**src/rtl/fifo_to_video_ctrl.sv**
```systemverilog
// fifo_to_video_ctrl: unpacks 128-bit FWFT FIFO words into 24-bit pixels
// aligned with the incoming display timing. It also requests one AXI read
// burst per active line, one line ahead of the display.
module fifo_to_video_ctrl #(
  parameter int          V_ACTIVE        = 1080,
  parameter logic [23:0] UNDERFLOW_COLOR = 24'h000000
) (
  input  logic         video_clk,
  input  logic         video_rst,
  input  logic         video_vs_in,
  input  logic         video_hs_in,
  input  logic         video_de_in,
  input  logic [127:0] fifo_data_in,
  input  logic         fifo_empty,
  output logic         fifo_rd_en,
  output logic         video_vs_out,
  output logic         video_hs_out,
  output logic         video_de_out,
  output logic [23:0]  video_data_out,
  output logic         AXI_FULL_BURST_VALID,
  input  logic         AXI_FULL_BURST_READY,
  output logic         frame_start,
  output logic         underflow
);

  localparam int              CW     = $clog2(V_ACTIVE + 1);
  localparam logic [CW-1:0]   C_VMAX = CW'(V_ACTIVE);
  localparam logic [0:0]      S_IDLE = 1'b0;
  localparam logic [0:0]      S_REQ  = 1'b1;

  // Registered timing; the one-cycle-delayed vs/de copies double as the
  // edge-detect history, so video_vs_out/video_de_out are those registers.
  logic          r_vs_d;
  logic          r_de_d;
  logic          r_hs_out;
  logic [23:0]   r_data;
  logic          r_frame_start;
  logic          r_underflow;
  logic [1:0]    r_pix_cnt;
  logic [CW-1:0] r_req_cnt;
  logic          r_pending;
  logic [0:0]    r_state;

  logic          w_vs_rise;
  logic          w_de_fall;
  logic          w_line_trig;
  logic          w_trig;
  logic [23:0]   w_pixel;
  logic [0:0]    w_state_nxt;
  logic          w_pending_nxt;
  logic          w_unused_pad;

  assign w_vs_rise   = video_vs_in & ~r_vs_d;
  assign w_de_fall   = ~video_de_in & r_de_d;
  assign w_line_trig = w_de_fall & (r_req_cnt < C_VMAX);
  assign w_trig      = w_vs_rise | w_line_trig;

  // Padding bytes of each word carry no pixel data.
  assign w_unused_pad = ^{fifo_data_in[127:120], fifo_data_in[95:88],
                          fifo_data_in[63:56],   fifo_data_in[31:24]};

  assign fifo_rd_en           = video_de_in & (r_pix_cnt == 2'd3) & ~fifo_empty;
  assign AXI_FULL_BURST_VALID = (r_state == S_REQ);
  assign video_vs_out         = r_vs_d;
  assign video_hs_out         = r_hs_out;
  assign video_de_out         = r_de_d;
  assign video_data_out       = r_data;
  assign frame_start          = r_frame_start;
  assign underflow            = r_underflow;

  // Select the current pixel slice of the FIFO head word, oldest first.
  always_comb begin
    w_pixel = fifo_data_in[23:0];
    case (r_pix_cnt)
      2'd0:    w_pixel = fifo_data_in[119:96];
      2'd1:    w_pixel = fifo_data_in[87:64];
      2'd2:    w_pixel = fifo_data_in[55:32];
      default: w_pixel = fifo_data_in[23:0];
    endcase
  end

  // Video path: delayed timing, pixel data, frame pulse and sticky underflow.
  always_ff @(posedge video_clk) begin
    if (video_rst) begin
      r_vs_d        <= 1'b0;
      r_de_d        <= 1'b0;
      r_hs_out      <= 1'b0;
      r_data        <= '0;
      r_frame_start <= 1'b0;
      r_underflow   <= 1'b0;
    end else begin
      r_vs_d        <= video_vs_in;
      r_de_d        <= video_de_in;
      r_hs_out      <= video_hs_in;
      r_frame_start <= w_vs_rise;
      if (!video_de_in)
        r_data <= '0;
      else if (fifo_empty)
        r_data <= UNDERFLOW_COLOR;
      else
        r_data <= w_pixel;
      if (video_de_in && fifo_empty)
        r_underflow <= 1'b1;
    end
  end

  // Pixel slice counter: restarts each frame, advances on every active pixel.
  always_ff @(posedge video_clk) begin
    if (video_rst)
      r_pix_cnt <= '0;
    else if (w_vs_rise)
      r_pix_cnt <= '0;
    else if (video_de_in)
      r_pix_cnt <= r_pix_cnt + 2'd1;
  end

  // Line request counter: vs_rise requests line 0, saturates at V_ACTIVE.
  always_ff @(posedge video_clk) begin
    if (video_rst)
      r_req_cnt <= '0;
    else if (w_vs_rise)
      r_req_cnt <= CW'(1);
    else if (w_line_trig)
      r_req_cnt <= r_req_cnt + CW'(1);
  end

  // Request FSM next state; a trigger during a handshake is served directly,
  // otherwise it is parked in the single pending slot.
  always_comb begin
    w_state_nxt   = r_state;
    w_pending_nxt = r_pending;
    case (r_state)
      S_IDLE: begin
        if (w_trig)
          w_state_nxt = S_REQ;
      end
      S_REQ: begin
        if (AXI_FULL_BURST_READY) begin
          w_state_nxt   = (r_pending | w_trig) ? S_REQ : S_IDLE;
          w_pending_nxt = r_pending & w_trig;
        end else begin
          w_pending_nxt = r_pending | w_trig;
        end
      end
      default: w_state_nxt = S_IDLE;
    endcase
  end

  // Request FSM state register.
  always_ff @(posedge video_clk) begin
    if (video_rst) begin
      r_state   <= S_IDLE;
      r_pending <= 1'b0;
    end else begin
      r_state   <= w_state_nxt;
      r_pending <= w_pending_nxt;
    end
  end

endmodule

```
**config.mk**
```make
export PLATFORM = sky130hd
export DESIGN_NAME = fifo_to_video_ctrl
export DESIGN_NICKNAME = d
export VERILOG_FILES = /design/src/rtl/fifo_to_video_ctrl.sv
export SDC_FILE = /design/constraint.sdc
export NUM_CORES = 1
export LEC_CHECK = 0
export CORE_MARGIN = 2
export CORE_UTILIZATION = 35
export CTS_BUF_LIST = sky130_fd_sc_hd__clkbuf_4
export CTS_CLUSTER_DIAMETER = 40
export DETAILED_ROUTE_END_ITERATION = 6
export DONT_BUFFER_PORTS = 1
export GPL_TIMING_DRIVEN = 0
export PLACE_DENSITY = 0.54
export SYNTH_ARGS = -nofsm -noshare
export SYNTH_HDL_FRONTEND = slang
export SYNTH_SLANG_ARGS = --single-unit
```
**constraint.sdc**
```tcl
create_clock -name video_clk -period 3.4 [get_ports video_clk]
set_clock_uncertainty 0.05 [all_clocks]
set_input_delay 0.17 -clock video_clk [delete_from_list [all_inputs] [get_ports video_clk]]
set_output_delay 0.17 -clock video_clk [all_outputs]
set_load 0.005 [all_outputs]
```
==> flow_summary.ini <==
[setup_path]
path_class = register to register
crit_chain = inv_1 -> ha_1 -> clkbuf_1 -> a222oi_1 -> nor2_1 -> a21oi_1 -> nor2_1
rr_worst_depth = 7
cp-endpoint = video_data_out[10]$_SDFF_PP0_
slowest_delay_ns = 0.45
regToRegSetupSlack_ns = 1.40
endpoint_kind = register
required_ns = 3.58
cp-startpoint = r_pix_cnt[0]$_SDFFE_PP0P_
reg2reg_from = r_pix_cnt[0]$_SDFFE_PP0P_
timing.rr.end = video_data_out[10]$_SDFF_PP0_
crit_top_cell = nor2_1
cpMaxStageDelayCell = dfxtp_1
path_max_fanout = 10
crit_arrival_ns = 2.18
start_kind = register

[synthesis]
synth_ff_type = dfxtp_1
synth.area.top_cells = dfxtp_1 44%, a222oi_1 12%, nor2_1 11%, a21oi_1 7.5%, ha_1 3.7%
yosys.area.top_type = dfxtp_1
synth_cell_types = 33
synthCells = 233
synth_area_per_cell_um2 = 8.64
syn_nets = 374
ys_ff_latch = 44
syn-cell-area_um2 = 2010
yosysWarningCount = 0
async_reset_ff_share_pct = 0
synth_edf_count = 0
netlist_top_cells_count = 57 x nor2_1, 44 x dfxtp_1, 30 x a21oi_1
synth_top_area_share_pct = 43.8
yosysMostFrequentCell = nor2_1
ys_seq_area_share_pct = 43.8

[global_routing]
grt_pass1_vias = 1874
grt_overflow = 0
grt_usage_pct = 19.6
antenna_found_initial = 0
grt_first_pass_wirelength_mm = 9.56
grt_max_degree = 13

[floorplan]
start_util_pct = 36.3
core_area_um2 = 5540
die_area_um2 = 6370
fp.dieH_um = 79.8
row_count = 27
boundaryPins = 166
die-width_um = 79.8

[cells_and_area]
synthToLayoutAreaGrowth_pct = 21.8
fillers = 569
nets = 409
final_area_um2 = 2450
drive_gt1_share_pct = 4.87
antenna_cells = 0

[power_and_ir_drop]
leakage_uw = 0.000929
power.density_nw_per_um2 = 408
irDropWorstVdd_v = 0.000158
p_int_uw = 752
clkPwrFrac_pct = 30.9
switchingPower_uw = 249
swShare_pct = 24.9
pwr-share-seq_pct = 54.5
pwr-share-comb_pct = 14.6

[route]
post_drt_wl_per_cell_um = 18.5
via_per_inst = 5.68
postRouteAntennaNets = 0
drc = 0
dr.pass1.iters = 6
first_iter_violations = 156
dr_total_vias = 1927
drt-total-wl_mm = 6.26

[timing]
fmax_mhz = 500
period_share_pct = 58.9
tns_ns = 0
drv_slew = 0
tightestPinTransition_ns = 0.524
maxSlewHeadroom_pct = 65.1
hold_viol = 0
rsz0062_at_grt = no
setup_violations = 0
post-route-min-period_ns = 2.00

[place]
portBuffers = 0
hpwl_mm = 4.71
dpl_cell_area_um2 = 2100
gp_congestion = 0.764

[clock_network]
clockBufferDepth = 2
insertion_delay_ns = 0.36
cts_root_buf = clkbuf_4
cts.clk_slew.worst_paths_ns = 0.13
h-tree-depth = 2
cts_tree = yes
cts_made_buffers = 5
clock_sinks = 44

[run]
maxCapViolCount = 0

[min_path]
hp-class = input pin to register

[status]
status = finished, final reports clean
-- cell usage in the layout, fill, tap and decap left out, types with 2 or more instances in the layout --
cell type	Yosys	layout
inv_1	3	3
nand4_1	4	4
nand2_1	5	5
dfxtp_1	44	44
nor2_1	57	57
a222oi_1	24	24
clkbuf_4	0	5
nand3_1	4	4
xnor2_1	4	4
a21oi_1	30	30
or3_1	2	2
mux2i_1	2	2
xor2_1	3	3
dlygate4sd3_1	0	28
nor2b_1	6	6
clkbuf_1	15	15
o21ai_0	3	3
nand2b_1	3	3
ha_1	6	6
nor4_1	3	3
-- power by group through the flow --
| stage | Clock, uW | Combinational, uW | Sequential [uW] |
|---|---|---|---|
| final | 309 | 146 | 546 |
| after global routing | 344 | 165 | 548 |
| after CTS | 321 | 145 | 546 |
| after detailed placement | 0 | 118 | 558 |
| after global placement | 0 | 117 | 558 |
| after floorplan | 0 | 94.8 | 554 |
-- worst max-delay path, delay by kind of cell (launching register included) --
kind	cells	cell delay [ns]
AND/OR/NAND/NOR	2	0.17
adder cells (fa/ha/maj)	1	0.29
AO/OA/AOI/OAI	2	0.52
flip-flops	1	0.45
buffers and inverters	2	0.38
-- metrics by stage --
step	util, %	instances	setup WS [ns]	hold WS [ns]	total power (uW)
after floorplan	-	233	1.81	0.248	648
final	44.2	339	1.40	0.0225	1000
after detailed placement	38.0	305	1.46	0.256	676
after global placement	38.0	305	1.46	0.249	675
after global routing	44.2	339	1.19	0.0317	1060
after CTS	44.2	339	1.43	0.0111	1010
-- final cells by class --
cell class / instances / area (um2) / share of cell area, %
buffer: 17 / 75.1 / 3.06
tap: 72 / 90.1 / 3.68
inverter: 3 / 11.3 / 0.459
clock inverter: 1 / 30.0 / 1.23
clock buffer: 5 / 37.5 / 1.53
sequential: 44 / 881 / 35.9
multi-input combinational: 169 / 1050 / 42.7
timing repair buffer: 28 / 280 / 11.4
-- metal layers --
layer	track usage, %	vias up	wire (um)
met4	6.61	0	149
met1	23.2	887	2430
met3	4.52	12	502
met2	34.8	105	3180
li1	-	923	-
met5	0	-	0
-- registers in the layout (all words and copies together), names as in the netlist --
register / count
AXI_FULL_BURST_VALID: 1
frame_start: 1
r_pending: 1
r_pix_cnt: 2
r_req_cnt: 11
underflow: 1
video_data_out: 24
video_de_out: 1
video_hs_out: 1
video_vs_out: 1
-- timing repair --
item                      4_1_cts  5_1_grt
gates resized for setup         0        0
buffers inserted                0        0
hold buffers                   28        0
hold endpoints to repair       28        0
-- logic make-up (layout without fill, tap and decap cells) --
kind of cell | Yosys count | in the layout | share of synthesized area, %
DFF | 44 | 44 | 43.8
AOI/OAI and AO/OA | 62 | 62 | 23.0
buffers and inverters | 20 | 54 | 4.29
adders and majority gates | 6 | 6 | 3.73
muxes | 2 | 2 | 0.994
xor gates and xnor gates | 7 | 7 | 3.05
and+or+nand+nor | 92 | 92 | 21.2
-- worst min-delay path by stage --
stage | startpoint | end | slack [ns] | cells after the start
global route | video_vs_in | r_req_cnt[0]$_SDFFE_PP0P_ | 0.03 | 2
global placement | video_hs_in | video_hs_out$_SDFF_PP0_ | 0.25 | 1
detailed placement | video_hs_in | video_hs_out$_SDFF_PP0_ | 0.26 | 1
floorplan | video_hs_in | video_hs_out$_SDFF_PP0_ | 0.25 | 1
finish | fifo_data_in[79] | video_data_out[15]$_SDFF_PP0_ | 0.02 | 4
CTS | fifo_data_in[79] | video_data_out[15]$_SDFF_PP0_ | 0.01 | 4
Power figures use the tool's default switching activity.
